--- src/rtl/soc_system_fifo_pkg.sv ---
// Shared definitions for the fabric<->HPS packet FIFOs: packet-info bit layout
// and the stream/MM byte-order helper.
package soc_system_fifo_pkg;

    localparam int DATA_W         = 32;
    localparam int INFO_SOP       = 0;
    localparam int INFO_EOP       = 1;
    localparam int INFO_EMPTY_LSB = 2;
    localparam int INFO_EMPTY_MSB = 3;
    localparam int INFO_VALID     = 4;
    localparam int INFO_W         = 4;
    localparam int ENTRY_W        = DATA_W + INFO_W;

    // Stream byte 0 sits in [31:24]; the HPS expects byte 0 in [7:0].
    function automatic logic [31:0] byte_swap32(input logic [31:0] d);
        return {d[7:0], d[15:8], d[23:16], d[31:24]};
    endfunction

endpackage

--- src/rtl/soc_system_fifo_h2f_out_if.sv ---
// Avalon-ST sink plus Avalon-MM read slave signals of the fabric-to-HPS FIFO.
// slave = FIFO side, master = fabric source / HPS reader side.
import soc_system_fifo_pkg::*;

interface soc_system_fifo_h2f_out_if;
    logic [DATA_W-1:0] avalonst_sink_data;
    logic              avalonst_sink_valid;
    logic              avalonst_sink_ready;
    logic              avalonst_sink_startofpacket;
    logic              avalonst_sink_endofpacket;
    logic [1:0]        avalonst_sink_empty;
    logic              avalonmm_read_slave_address;
    logic              avalonmm_read_slave_read;
    logic [DATA_W-1:0] avalonmm_read_slave_readdata;
    logic              avalonmm_read_slave_waitrequest;

    modport slave (
        input  avalonst_sink_data, avalonst_sink_valid, avalonst_sink_startofpacket,
               avalonst_sink_endofpacket, avalonst_sink_empty,
               avalonmm_read_slave_address, avalonmm_read_slave_read,
        output avalonst_sink_ready, avalonmm_read_slave_readdata,
               avalonmm_read_slave_waitrequest
    );

    modport master (
        output avalonst_sink_data, avalonst_sink_valid, avalonst_sink_startofpacket,
               avalonst_sink_endofpacket, avalonst_sink_empty,
               avalonmm_read_slave_address, avalonmm_read_slave_read,
        input  avalonst_sink_ready, avalonmm_read_slave_readdata,
               avalonmm_read_slave_waitrequest
    );
endinterface

--- src/rtl/soc_system_fifo_sync_core.sv ---
// Generic single-clock show-ahead FIFO. The head entry is always presented on
// rdata_o; pop_i only advances it. Push at full and pop at empty are ignored.
import soc_system_fifo_pkg::*;

module soc_system_fifo_sync_core #(
    parameter int WIDTH = ENTRY_W,
    parameter int DEPTH = 8,
    parameter int AW    = $clog2(DEPTH)
) (
    input  logic             clk,
    input  logic             rst_n,
    input  logic             push_i,
    input  logic [WIDTH-1:0] wdata_i,
    input  logic             pop_i,
    output logic [WIDTH-1:0] rdata_o,
    output logic             full_o,
    output logic             empty_o,
    output logic [AW:0]      count_o
);

    logic [WIDTH-1:0] mem_q [DEPTH];
    logic [AW-1:0]    wr_ptr_q, wr_ptr_d;
    logic [AW-1:0]    rd_ptr_q, rd_ptr_d;
    logic [AW:0]      count_q, count_d;
    logic             do_push, do_pop;

    assign full_o  = (count_q == (AW+1)'(DEPTH));
    assign empty_o = (count_q == '0);
    assign count_o = count_q;
    assign rdata_o = mem_q[rd_ptr_q];
    assign do_push = push_i && !full_o;
    assign do_pop  = pop_i && !empty_o;

    // Pointer and occupancy next state; pointers wrap naturally since DEPTH is 2^AW.
    always_comb begin
        wr_ptr_d = wr_ptr_q;
        rd_ptr_d = rd_ptr_q;
        count_d  = count_q;
        if (do_push) wr_ptr_d = wr_ptr_q + AW'(1);
        if (do_pop)  rd_ptr_d = rd_ptr_q + AW'(1);
        case ({do_push, do_pop})
            2'b10:   count_d = count_q + (AW+1)'(1);
            2'b01:   count_d = count_q - (AW+1)'(1);
            default: count_d = count_q;
        endcase
    end

    // Pointer/count registers; reset empties the FIFO regardless of storage contents.
    always_ff @(posedge clk or negedge rst_n) begin
        if (!rst_n) begin
            wr_ptr_q <= '0;
            rd_ptr_q <= '0;
            count_q  <= '0;
        end else begin
            wr_ptr_q <= wr_ptr_d;
            rd_ptr_q <= rd_ptr_d;
            count_q  <= count_d;
        end
    end

    // Storage write; contents are only meaningful below count, so no reset needed.
    always_ff @(posedge clk) begin
        if (do_push) mem_q[wr_ptr_q] <= wdata_i;
    end

endmodule

--- src/rtl/soc_system_fifo_h2f_out.sv ---
// Fabric-to-HPS packet FIFO: Avalon-ST sink in, Avalon-MM read slave out.
// Address 0 pops byte-swapped data, address 1 peeks the head's packet info.
import soc_system_fifo_pkg::*;

module soc_system_fifo_h2f_out #(
    parameter int DEPTH = 8,
    parameter int AW    = 3
) (
    input  logic                       rdclock,
    input  logic                       reset_n,
    soc_system_fifo_h2f_out_if.slave   bus
);

    logic [ENTRY_W-1:0] head;
    logic [ENTRY_W-1:0] wentry;
    logic               fifo_full, fifo_empty;
    logic [AW:0]        fifo_count;
    logic               push, rd_accept, pop, head_valid;
    logic [DATA_W-1:0]  info_word;
    logic [DATA_W-1:0]  readdata_q, readdata_d;

    assign wentry = {bus.avalonst_sink_empty, bus.avalonst_sink_endofpacket,
                     bus.avalonst_sink_startofpacket, bus.avalonst_sink_data};

    assign bus.avalonst_sink_ready = reset_n && !fifo_full;
    assign push = bus.avalonst_sink_valid && bus.avalonst_sink_ready;

    assign bus.avalonmm_read_slave_waitrequest = !reset_n ||
        (bus.avalonmm_read_slave_read && !bus.avalonmm_read_slave_address && fifo_empty);
    assign rd_accept = bus.avalonmm_read_slave_read && !bus.avalonmm_read_slave_waitrequest;
    assign pop       = rd_accept && !bus.avalonmm_read_slave_address;

    assign head_valid = (fifo_count != '0);
    assign bus.avalonmm_read_slave_readdata = readdata_q;

    soc_system_fifo_sync_core #(
        .WIDTH (ENTRY_W),
        .DEPTH (DEPTH),
        .AW    (AW)
    ) u_core (
        .clk     (rdclock),
        .rst_n   (reset_n),
        .push_i  (push),
        .wdata_i (wentry),
        .pop_i   (pop),
        .rdata_o (head),
        .full_o  (fifo_full),
        .empty_o (fifo_empty),
        .count_o (fifo_count)
    );

    // Info word of the head entry; forced to zero when nothing is stored.
    always_comb begin
        info_word = '0;
        if (head_valid) begin
            info_word[INFO_VALID]                     = 1'b1;
            info_word[INFO_EMPTY_MSB:INFO_SOP]        = head[ENTRY_W-1:DATA_W];
        end
    end

    // Read result selection; held between accepted reads.
    always_comb begin
        readdata_d = readdata_q;
        if (rd_accept) begin
            if (!bus.avalonmm_read_slave_address) readdata_d = byte_swap32(head[DATA_W-1:0]);
            else                                  readdata_d = info_word;
        end
    end

    // Registered read data gives the fixed one-cycle read latency.
    always_ff @(posedge rdclock or negedge reset_n) begin
        if (!reset_n) readdata_q <= '0;
        else          readdata_q <= readdata_d;
    end

endmodule

--- src/flat_wrapper.sv ---
// flat-port wrapper written by rule: the top's interface ports become plain ports
module soc_system_fifo_h2f_out_flat 
#(
    parameter int DEPTH = 8,
    parameter int AW    = 3
)
  (rdclock, reset_n, bus_avalonst_sink_data, bus_avalonst_sink_valid, bus_avalonst_sink_startofpacket, bus_avalonst_sink_endofpacket, bus_avalonst_sink_empty, bus_avalonmm_read_slave_address, bus_avalonmm_read_slave_read, bus_avalonst_sink_ready, bus_avalonmm_read_slave_readdata, bus_avalonmm_read_slave_waitrequest);
  soc_system_fifo_h2f_out_if bus_i ();
  input  logic rdclock;
  input  logic reset_n;
  input wire logic [$bits(bus_i.avalonst_sink_data)-1:0] bus_avalonst_sink_data;
  input wire logic [$bits(bus_i.avalonst_sink_valid)-1:0] bus_avalonst_sink_valid;
  input wire logic [$bits(bus_i.avalonst_sink_startofpacket)-1:0] bus_avalonst_sink_startofpacket;
  input wire logic [$bits(bus_i.avalonst_sink_endofpacket)-1:0] bus_avalonst_sink_endofpacket;
  input wire logic [$bits(bus_i.avalonst_sink_empty)-1:0] bus_avalonst_sink_empty;
  input wire logic [$bits(bus_i.avalonmm_read_slave_address)-1:0] bus_avalonmm_read_slave_address;
  input wire logic [$bits(bus_i.avalonmm_read_slave_read)-1:0] bus_avalonmm_read_slave_read;
  output wire logic [$bits(bus_i.avalonst_sink_ready)-1:0] bus_avalonst_sink_ready;
  output wire logic [$bits(bus_i.avalonmm_read_slave_readdata)-1:0] bus_avalonmm_read_slave_readdata;
  output wire logic [$bits(bus_i.avalonmm_read_slave_waitrequest)-1:0] bus_avalonmm_read_slave_waitrequest;
  assign bus_i.avalonst_sink_data = bus_avalonst_sink_data;
  assign bus_i.avalonst_sink_valid = bus_avalonst_sink_valid;
  assign bus_i.avalonst_sink_startofpacket = bus_avalonst_sink_startofpacket;
  assign bus_i.avalonst_sink_endofpacket = bus_avalonst_sink_endofpacket;
  assign bus_i.avalonst_sink_empty = bus_avalonst_sink_empty;
  assign bus_i.avalonmm_read_slave_address = bus_avalonmm_read_slave_address;
  assign bus_i.avalonmm_read_slave_read = bus_avalonmm_read_slave_read;
  assign bus_avalonst_sink_ready = bus_i.avalonst_sink_ready;
  assign bus_avalonmm_read_slave_readdata = bus_i.avalonmm_read_slave_readdata;
  assign bus_avalonmm_read_slave_waitrequest = bus_i.avalonmm_read_slave_waitrequest;
  soc_system_fifo_h2f_out #(.DEPTH(DEPTH), .AW(AW)) u_core (.rdclock(rdclock), .reset_n(reset_n), .bus(bus_i));
endmodule
--- config.mk ---
export PLATFORM = sky130hd
export DESIGN_NAME = soc_system_fifo_h2f_out_flat
export DESIGN_NICKNAME = d
export VERILOG_FILES = /design/src/rtl/soc_system_fifo_pkg.sv /design/src/rtl/soc_system_fifo_h2f_out_if.sv /design/src/rtl/soc_system_fifo_sync_core.sv /design/src/rtl/soc_system_fifo_h2f_out.sv /design/src/flat_wrapper.sv
export SDC_FILE = /design/constraint.sdc
export NUM_CORES = 1
export LEC_CHECK = 0
export ABC_AREA = 1
export CORE_MARGIN = 3
export CORE_UTILIZATION = 60
export DETAILED_ROUTE_END_ITERATION = 12
export PLACE_DENSITY = 0.8
export REMOVE_ABC_BUFFERS = 1
export SYNTH_ARGS = -nofsm -noshare
export SYNTH_HDL_FRONTEND = slang
export SYNTH_SLANG_ARGS = --single-unit
export TNS_END_PERCENT = 1
--- constraint.sdc ---
create_clock -name rdclock -period 5.95 [get_ports rdclock]
set_input_delay 0.8925 -clock rdclock [delete_from_list [all_inputs] [get_ports rdclock]]
set_output_delay 0.8925 -clock rdclock [all_outputs]
set_load 0.02 [all_outputs]
# Word level (Yosys, flattened, before mapping)
# Memories as Yosys holds them, arrays and structs flattened.
# Index checks and enable logic that the tools add are counted.
[totals] reg_bits=42 ram_bits=288 n_memories=1
[memory_table] name="u_core.u_core.mem_q" words=8 word_bits=36 rd=1 rd_ports_with_merged_regs=0 wr=1 line="soc_system_fifo_sync_core.sv:21" source="logic [WIDTH-1:0] mem_q [DEPTH];"
[classes] add_sub_neg=4 eq_ne=3 mux=5 n_reduce_logical=17
[op_table] op="$mux 32" count=1
[op_table] op="$logic_and 1x1->1" count=8
[op_table] op="$pmux 4 s2" count=1
[op_table] op="$add 3x1->3 const B" count=2
[op_table] op="$logic_not 1->1" count=5
[op_table] op="$mux 5" count=1
[op_table] op="$add 4x1->4 const B" count=1
[op_table] op="$eq 4x4->1 const B" count=1
[op_table] op="$logic_not 4->1" count=1
[op_table] op="$reduce_bool 4->1" count=1
[op_table] op="$sub 4x1->4 const B" count=1
[op_table] op="$eq 2x1->1 const B" count=1
[op_table] op="$eq 2x2->1 const B" count=1
[op_table] op="$mux 1" count=2
[op_table] op="$reduce_bool 2->1" count=1
[op_table] op="$logic_or 1x1->1" count=1

# Longest topological paths before layout
[logic_depth] word_depth=10 mapped_depth=13

# Cells and area by module
# From an unflattened synthesis, not the netlist that was laid out.
[hier_totals] cells_unflattened=1485 area_unflattened_um2=14335.0
[modules_own_cells] module="soc_system_fifo_sync_core" instances=1 cells_per_inst=1324 area_per_inst_um2=12976.2 seq_area_each_um2=8898.5
[modules_own_cells] module="soc_system_fifo_h2f_out" instances=1 cells_per_inst=161 area_per_inst_um2=1358.8 seq_area_each_um2=800.8

# Worst setup path after synthesis
# Ideal clock, no wire load.
[synth_path] path_type="input to register" from="input reset_n" to="memory u_core.u_core.mem_q[0][0] (netlist name) (enable)" setup_time_ns=0.429 arrival_ns=3.157 t_required_ns=5.521 slack_ns=2.364 stages=5 n_path_buf=0 cell_sequence="inv_1 -> a31oi_4 -> nand2_4 -> or2_2 -> nor2_1"
[synth_between] elab_chain_cells=5
[synth_rtl] item="start: declaration" line="flat_wrapper.sv:10" source="input logic reset_n;"
[synth_rtl] item="$logic_and 1x1->1" line="soc_system_fifo_h2f_out.sv:25" source="assign bus.avalonst_sink_ready = reset_n && !fifo_full;"
[synth_rtl] item="net bus_avalonst_sink_ready" line="flat_wrapper.sv:18" source="output wire logic [$bits(bus_i.avalonst_sink_ready)-1:0] bus_avalonst_sink_ready;"
[synth_rtl] item="$logic_and 1x1->1" line="soc_system_fifo_h2f_out.sv:26" source="assign push = bus.avalonst_sink_valid && bus.avalonst_sink_ready;"
[synth_rtl] item="$logic_and 1x1->1" line="soc_system_fifo_sync_core.sv:31" source="assign do_push = push_i && !full_o;"
[synth_rtl] item="$mux 1" line="soc_system_fifo_sync_core.sv:63" source="if (do_push) mem_q[wr_ptr_q] <= wdata_i;"
[synth_rtl] item="$mux 1 (not written as such)" line="soc_system_fifo_sync_core.sv:63"
[synth_rtl] item="end: declaration" line="soc_system_fifo_sync_core.sv:21"
# The timed path passes the listed nets, and every way through them passes these cells.

# Final worst setup path
[layout_path] from="input reset_n" to="output bus_avalonst_sink_ready"
[layout_between] elab_chain_cells=1
[layout_rtl] item="$logic_and 1x1->1" line="soc_system_fifo_h2f_out.sv:25"
[layout_rtl] item="end: declaration" line="flat_wrapper.sv:18"
# Every way passes these cells.

==> qor.json <==
{
  "drcViolationCount": {"value": 0},
  "timing.max_cap.violations": {"value": 0},
  "synthToLayoutAreaGrowth": {"value": 13.8, "unit": "%"},
  "worst_skew_pair.late_latency": {"value": 0.55, "unit": "ns"},
  "crit_fanout": {"value": 46},
  "critPathCaptureType": {"value": "primary output"},
  "final_cells": {"value": 1492},
  "mappedNetlistArea": {"value": 13300, "unit": "um2"},
  "finalWorstPathRequiredPeriod": {"value": 3.50, "unit": "ns"},
  "irDropWorstVdd": {"value": 0.000329, "unit": "V"},
  "layout_worst_path_cycle_share": {"value": 58.8, "unit": "%"},
  "clockRootBuffer": {"value": "sky130_fd_sc_hd__clkbuf_16"},
  "antenna_found_initial": {"value": 0},
  "die_footprint": {"value": 23900, "unit": "um2"},
  "critPathLaunchType": {"value": "primary input"},
  "run_status": {"value": "finished, final reports clean"},
  "place.detailed.hpwl": {"value": 15400, "unit": "um"},
  "fp.coreArea": {"value": 21400, "unit": "um2"},
  "fin_tns_setup": {"value": 0, "unit": "ns"},
  "die_x": {"value": 155, "unit": "um"},
  "synth-warning-count": {"value": 0},
  "power_density": {"value": 446, "unit": "nW/um2"},
  "seq_area_frac_synth": {"value": 73.1, "unit": "%"},
  "antennaDiodeCount": {"value": 0},
  "clk_path_buf_depth": {"value": 3},
  "reg2regPathDepth": {"value": 8},
  "route.final.wire_length": {"value": 28000, "unit": "um"},
  "first_global_vias": {"value": 8513},
  "worst_path_required": {"value": 5.06, "unit": "ns"},
  "leakage": {"value": 0.00590, "unit": "uW"},
  "initialDrtViolationCount": {"value": 1114},
  "ant_nets": {"value": 0},
  "placement_rows": {"value": 53},
  "grt_max_degree": {"value": 86},
  "grt_first_pass_wirelength": {"value": 44300, "unit": "um"},
  "vias": {"value": 8503},
  "port_buffers": {"value": 74},
  "postSynthCellCount": {"value": 1130},
  "setup_repair_after_global_routing_missed_its_margin": {"value": "no"},
  "synth_register_bits": {"value": 330},
  "final-setup-viol-count": {"value": 0},
  "globalRouteOverflowTotal": {"value": 0},
  "clkTransAtPathRegs": {"value": 0.07, "unit": "ns"},
  "finalHoldViolations": {"value": 0},
  "netlist-cell-type-count": {"value": 27},
  "final_net_count": {"value": 1240},
  "tritoncts": {"value": "done"},
  "routed_wire_length_per_instance": {"value": 18.8, "unit": "um"},
  "detail_route.first_pass.iterations": {"value": 5},
  "grt_util_all_layers": {"value": 23.3, "unit": "%"},
  "floorplan.die.height": {"value": 155, "unit": "um"},
  "max_freq": {"value": 286, "unit": "MHz"},
  "initial_utilization": {"value": 62.2, "unit": "%"},
  "clkSinkCount": {"value": 330},
  "synth_area_per_cell": {"value": 11.7, "unit": "um2"},
  "placed_cells_incl_taps": {"value": 1435},
  "cts.repair.resized": {"value": 0},
  "share_of_layout_cells_above_drive_strength_1": {"value": 5.59, "unit": "%"},
  "max_slew_margin": {"value": 17.0, "unit": "%"},
  "timing.clock.skew": {"value": 0.0166, "unit": "ns"},
  "tightest_slew": {"value": 1.24, "unit": "ns"},
  "cts_hold_buf": {"value": 0},
  "min-delay-path-class": {"value": "primary input to async pin"},
  "cts_buffers": {"value": 31},
  "post-cts-setup-buffer-count": {"value": 0},
  "finalWeightedCongestion": {"value": 0.734},
  "h_tree_depth": {"value": 1},
  "io_pins": {"value": 75},
  "final-max-slew-violation-count": {"value": 0},
  "arrival": {"value": 2.61, "unit": "ns"},
  "routed_via_density": {"value": 5.70},
  "criticalPathCategory": {"value": "primary input to primary output"}
}
[critical path, stage by stage]
cell                              delay (ns)
sky130_fd_sc_hd__buf_2                  0.07
sky130_fd_sc_hd__buf_4                  0.54
sky130_fd_sc_hd__inv_1                  0.16
sky130_fd_sc_hd__a31oi_4                0.26
sky130_fd_sc_hd__clkdlybuf4s50_1        0.65
[cells by family (layout without fill, tap and decap cells)]
group,after synthesis,count (layout),share of synthesized area [%]
compound gates,122,122,5.28
xor+xnor,5,5,0.330
fa+ha+maj,6,6,0.622
buf+inv,123,210,4.11
flops,330,330,73.1
simple gates,544,544,16.6
[cells in the mapped netlist]
library cell / instances / area (um2)
sky130_fd_sc_hd__ha_1: 5 / 62.6
sky130_fd_sc_hd__edfxtp_1: 288 / 8650
sky130_fd_sc_hd__dfrtp_1: 42 / 1050
sky130_fd_sc_hd__xnor2_1: 1 / 8.76
sky130_fd_sc_hd__o21ai_0: 7 / 35.0
sky130_fd_sc_hd__inv_1: 61 / 229
sky130_fd_sc_hd__inv_2: 3 / 11.3
sky130_fd_sc_hd__or2_2: 1 / 6.26
sky130_fd_sc_hd__clkbuf_1: 12 / 45.0
sky130_fd_sc_hd__fa_1: 1 / 20.0
sky130_fd_sc_hd__o211ai_1: 1 / 7.51
sky130_fd_sc_hd__buf_1: 2 / 7.51
sky130_fd_sc_hd__a21boi_0: 1 / 7.51
sky130_fd_sc_hd__a21oi_1: 84 / 420
sky130_fd_sc_hd__nand2_1: 412 / 1550
sky130_fd_sc_hd__buf_4: 6 / 45.0
sky130_fd_sc_hd__nand2_4: 1 / 11.3
sky130_fd_sc_hd__buf_2: 37 / 185
sky130_fd_sc_hd__nand4_1: 1 / 6.26
sky130_fd_sc_hd__nor2_1: 17 / 63.8
sky130_fd_sc_hd__nand3_1: 111 / 556
sky130_fd_sc_hd__a31oi_4: 1 / 21.3
sky130_fd_sc_hd__nor2_4: 1 / 11.3
sky130_fd_sc_hd__buf_6: 2 / 22.5
sky130_fd_sc_hd__a31oi_1: 1 / 6.26
sky130_fd_sc_hd__xor2_1: 4 / 35.0
sky130_fd_sc_hd__o31ai_1: 27 / 203
[metrics by stage]
| stage | setup WS, ns | power (uW) | util, % | hold WS [ns] | instance area (um2) |
|---|---|---|---|---|---|
| global placement | 2.17 | 4960 | 66.6 | 0.462 | 14200 |
| floorplan | 1.11 | 4290 | - | 0.478 | 13000 |
| finish | 2.45 | 6750 | 70.8 | 0.474 | 15100 |
| CTS | 2.41 | 6770 | 70.8 | 0.481 | 15100 |
| detailed placement | 2.06 | 5040 | 66.6 | 0.465 | 14200 |
| global route | 2.31 | 7100 | 70.8 | 0.494 | 15100 |
[placed cells by master, fill, tap and decap left out, types with 2 or more instances in the layout]
cell type,Yosys,final
sky130_fd_sc_hd__nand3_1,111,111
sky130_fd_sc_hd__inv_1,61,61
sky130_fd_sc_hd__nor2_1,17,9
sky130_fd_sc_hd__o31ai_1,27,27
sky130_fd_sc_hd__a21oi_1,84,84
sky130_fd_sc_hd__ha_1,5,5
sky130_fd_sc_hd__clkbuf_16,0,31
sky130_fd_sc_hd__inv_2,3,2
sky130_fd_sc_hd__o21ai_0,7,7
sky130_fd_sc_hd__clkinv_2,0,3
sky130_fd_sc_hd__nand2_1,412,412
sky130_fd_sc_hd__clkdlybuf4s50_1,0,73
sky130_fd_sc_hd__buf_4,6,15
sky130_fd_sc_hd__edfxtp_1,288,288
sky130_fd_sc_hd__clkbuf_1,12,11
sky130_fd_sc_hd__dfrtp_1,42,40
sky130_fd_sc_hd__xor2_1,4,4
sky130_fd_sc_hd__nor2_4,1,9
sky130_fd_sc_hd__clkinv_1,0,11
[cell type report]
type | count | area [um2]
clock buffers | 42 | 817
clock inverters | 15 | 65.1
fillers | 1411 | 6240
inverters | 64 | 243
multi-input cells | 677 | 3090
flip-flops and latches | 330 | 9700
well taps | 275 | 344
repair buffers | 89 | 848
[metal layers]
| metal | vias to the layer above | track usage (%) | share of wire (%) |
|---|---|---|---|
| li1 | 4001 | - | - |
| met1 | 4057 | 32.5 | 41 |
| met2 | 391 | 38.6 | 49 |
| met3 | 54 | 3.47 | 7.9 |
| met4 | 0 | 7.36 | 2.3 |
| met5 | - | 0 | 0 |
[path summary, 6_finish.rpt]
path | from | endpoint | slack (ns)
min in group rdclock | u_core.bus.avalonmm_read_slave_readdata[31] | u_core.bus.avalonmm_read_slave_readdata[31] | 0.48
setup / recovery | reset_n | bus_avalonst_sink_ready | 2.45
hold / removal | reset_n | u_core.u_core.count_o[3] | 0.47
hold reg to reg | u_core.bus.avalonmm_read_slave_readdata[31] | u_core.bus.avalonmm_read_slave_readdata[31] | 0.48
setup reg to reg | u_core.u_core.rd_ptr_q[1] | u_core.bus.avalonmm_read_slave_readdata[4] | 2.94
max in group asynchronous | reset_n | u_core.u_core.rd_ptr_q[0] | 4.96
[where the power goes]
group | total (uW) | switching, uW | internal, uW
clock | 1740 | 784 | 953
sequential | 2990 | 184 | 2800
combinational | 2020 | 1370 | 648
total | 6750 | 2340 | 4410
[state kept, by name, indices dropped and copies added, names as in the netlist]
signal                                   cells
u_core.u_core.mem_q                        288
u_core.u_core.wr_ptr_q                       3
u_core.bus.avalonmm_read_slave_readdata     32
u_core.u_core.count_o                        4
u_core.u_core.rd_ptr_q                       3
Note: power is estimated with default switching activity, not from simulation.
==> RTL change: new RTL, same flow settings <==
`AW` is set to 3 in 2 places; all go to 4.
--- a/src/rtl/soc_system_fifo_h2f_out.sv
+++ b/src/rtl/soc_system_fifo_h2f_out.sv
@@ -5,5 +5,5 @@
 module soc_system_fifo_h2f_out #(
     parameter int DEPTH = 8,
-    parameter int AW    = 3
+    parameter int AW    = 4
 ) (
     input  logic                       rdclock,
--- a/src/flat_wrapper.sv
+++ b/src/flat_wrapper.sv
@@ -3,5 +3,5 @@
 #(
     parameter int DEPTH = 8,
-    parameter int AW    = 3
+    parameter int AW    = 4
 )
   (rdclock, reset_n, bus_avalonst_sink_data, bus_avalonst_sink_valid, bus_avalonst_sink_startofpacket, bus_avalonst_sink_endofpacket, bus_avalonst_sink_empty, bus_avalonmm_read_slave_address, bus_avalonmm_read_slave_read, bus_avalonst_sink_ready, bus_avalonmm_read_slave_readdata, bus_avalonmm_read_slave_waitrequest);
Check against the original RTL: same outputs for any inputs over 4 cycles, from zero or initial values and one cycle with reset_n low; that may be too few to reach the edited logic, so the function may still have changed.
==> RTL change against the original RTL <==
- final cell count is 0.47% lower
- clock skew hardly changed
- wire length is 0.97% higher
- area after synthesis is 0.23% higher
- cell area is 0.24% higher
- total power is 3.6% higher
- sequential share of layout area hardly changed
- setup slack better by 0.20 ns
- count of clock-buffer cells in the layout is 9 higher
- sequential cell count is 1 higher
- via count is 1.6% higher
- clock power is 4% higher
- largest cell class unchanged
==> RTL change: results (changes against the original RTL) <==
Detailed routing
  • Initial DRC count: 827 (-26%)
  • 1st-pass router iterations: 7 (+2)
  • Total number of vias: 8,643 (+1.6%)
  • Wire per inst: 19.0 um (+1.4%)

Critical path
  • Worst r2r src: u_core.u_core.count_o[4]$_DFFE_PN0P_
  • Worst Reg2Reg Path Length in Cells: 15 (+7)
  • Worst-path fanout max: 28 (-39%)
  • FF-to-FF setup slack: 3.28 ns (+0.34 ns)
  • FF-to-FF End: u_core.u_core.count_o[4]$_DFFE_PN0P_
  • Worst EP arrival: 2.41 ns (-0.20 ns)

GRT
  • Initial antenna violation count: 0 (unchanged)
  • Gr usage total: 23.4% (+0.11 points)
  • Vias in the first global route: 8,774 (+3.1%)
  • Largest net degree at the start of global routing: 145 (+69%)
  • First-pass GRT wire length: 44.9 mm (+1.3%)

STA
  • Clk_skew: 0.0165 ns (-0.0000928 ns)
  • Setup Total Neg Slack: 0 ns (unchanged)
  • Rel. slew slack: 29.4% (+12 points)

Final layout
  • # nets final: 1,233 (-0.56%)
  • Final non-filler cell total: 1,485 (-0.47%)
  • Fill cell total of the finished layout: 1,424 (+0.92%)
  • Share of cells above drive strength 1: 5.79% (+0.20 points)
  • Reg with most FFs: u_core.u_core.mem_q
  • Inserted Diodes: 0 (unchanged)
  • Cell area after layout: 0.0151 mm2 (+0.24%)
  • Max FFs per register: 288 (unchanged)

Run status
  • Outcome: complete, no violations

Yosys
  • Synth warn: 0 (unchanged)
  • EDFF count, synth: 288 (unchanged)
  • Async SR Flop Fraction: 13.0% (+0.26 points)
  • Synth top area cells: edfxtp_1 65%, dfrtp_1 8.1%, nand2_1 8.1%
  • Synth cell count leaders: 288 x edfxtp_1, 286 x nand2_1, 130 x nor2_1
  • Post-synthesis cell type count: 30 (+11%)
  • Syn Inst Count: 1,123 (-0.62%)
  • Part of the Yosys area used for sequential elements: 73.1% (about the same)

Clock network
  • H-tree depth: 1 (unchanged)
  • Reg clk slew, reported paths: 0.06 ns
  • Post-CTS resize count: 0 (unchanged)
  • CTS max path bufs: 3 (unchanged)
  • CTS Buf Count: 31 (unchanged)
  • Clock latency at the later pin of the worst-skew pair: approximately 0.56 ns
  • Clock root buffer: clkbuf_16
  • Post-CTS setup buffer count: 0 (unchanged)

Placement
  • Gpl congestion: 0.740 (+0.93%)
  • PortBufs: 74 (unchanged)
  • Placed Cells: 1,427 (-0.56%)
  • Post-DP Area: 0.0142 mm2 (-0.12%)
  • Hpwl dp: 14.8 mm (-4.0%)

Hold path
  • Hold WC Path Type: in -> async

Pwr
  • P_leak: 5.74 nW (-2.6%)
  • Worst IR drop on VDD: 0.000326 V (-0.92%)
RTL change: worst max path at each step:
stage,end,from,depth (start not counted)
2_1_floorplan,u_core.bus.avalonmm_read_slave_readdata[17]$_DFFE_PN0N_,u_core.u_core.rd_ptr_q[0]$_DFFE_PN0P_,7
3_3_place_gp,u_core.u_core.count_o[4]$_DFFE_PN0P_,bus_avalonmm_read_slave_read,16
3_5_place_dp,u_core.u_core.count_o[4]$_DFFE_PN0P_,bus_avalonmm_read_slave_read,16
4_1_cts,bus_avalonmm_read_slave_waitrequest,reset_n,4
5_1_grt,bus_avalonmm_read_slave_waitrequest,reset_n,4
6_report,bus_avalonmm_read_slave_waitrequest,reset_n,4
RTL change: routing by layer:
| metal | up-vias | part of all wire (%) | GRT usage, % |
|---|---|---|---|
| li1 | 3984 | - | - |
| met1 | 4190 | 40 | 32.5 |
| met2 | 393 | 49 | 38.2 |
| met3 | 76 | 7.5 | 3.48 |
| met4 | 0 | 3.0 | 9.00 |
| met5 | - | 0 | 0 |
RTL change: power breakdown:
group	total [W]	internal, W	leakage, nW	switching (W)
logic	0.00218	0.000727	2.14	0.00145
registers	0.00299	0.00282	3.15	0.000175
clock network	0.00181	0.00103	0.457	0.000789
RTL change: worst max-delay path, cell delays in order:
cell	delay, ns
buf_2	0.39
buf_4	0.47
nand2_1	0.10
clkdlybuf4s50_1	0.55
RTL change: layout make-up:
type / instances / area share [%]
Sequential cell: 331 / 64.2
Multi-Input combinational cell: 661 / 19.9
Clock buffer: 51 / 5.95
Timing Repair Buffer: 88 / 5.55
Tap cell: 275 / 2.27
Inverter: 72 / 1.85
Clock inverter: 7 / 0.231
RTL change: cells by family (layout without fill, tap and decap cells):
kind of cell | count (synthesis) | count (layout) | share of synthesized area (%)
flip-flops | 331 | 331 | 73.1
buffers and inverters | 131 | 218 | 4.68
XOR/XNOR | 6 | 6 | 0.395
AO/OA/AOI/OAI | 173 | 173 | 7.06
adder cells (fa/ha/maj) | 7 | 7 | 0.715
AND/OR/NAND/NOR | 475 | 475 | 14.0
RTL change: stage by stage:
stage | setup WS (ns) | power [W] | hold WS [ns]
4_1_cts | 2.57 | 0.00701 | 0.304
2_1_floorplan | 2.01 | 0.00439 | 0.476
6_report | 2.65 | 0.00699 | 0.299
5_1_grt | 2.47 | 0.00737 | 0.324
3_3_place_gp | 2.42 | 0.00511 | 0.463
3_5_place_dp | 2.36 | 0.00518 | 0.464
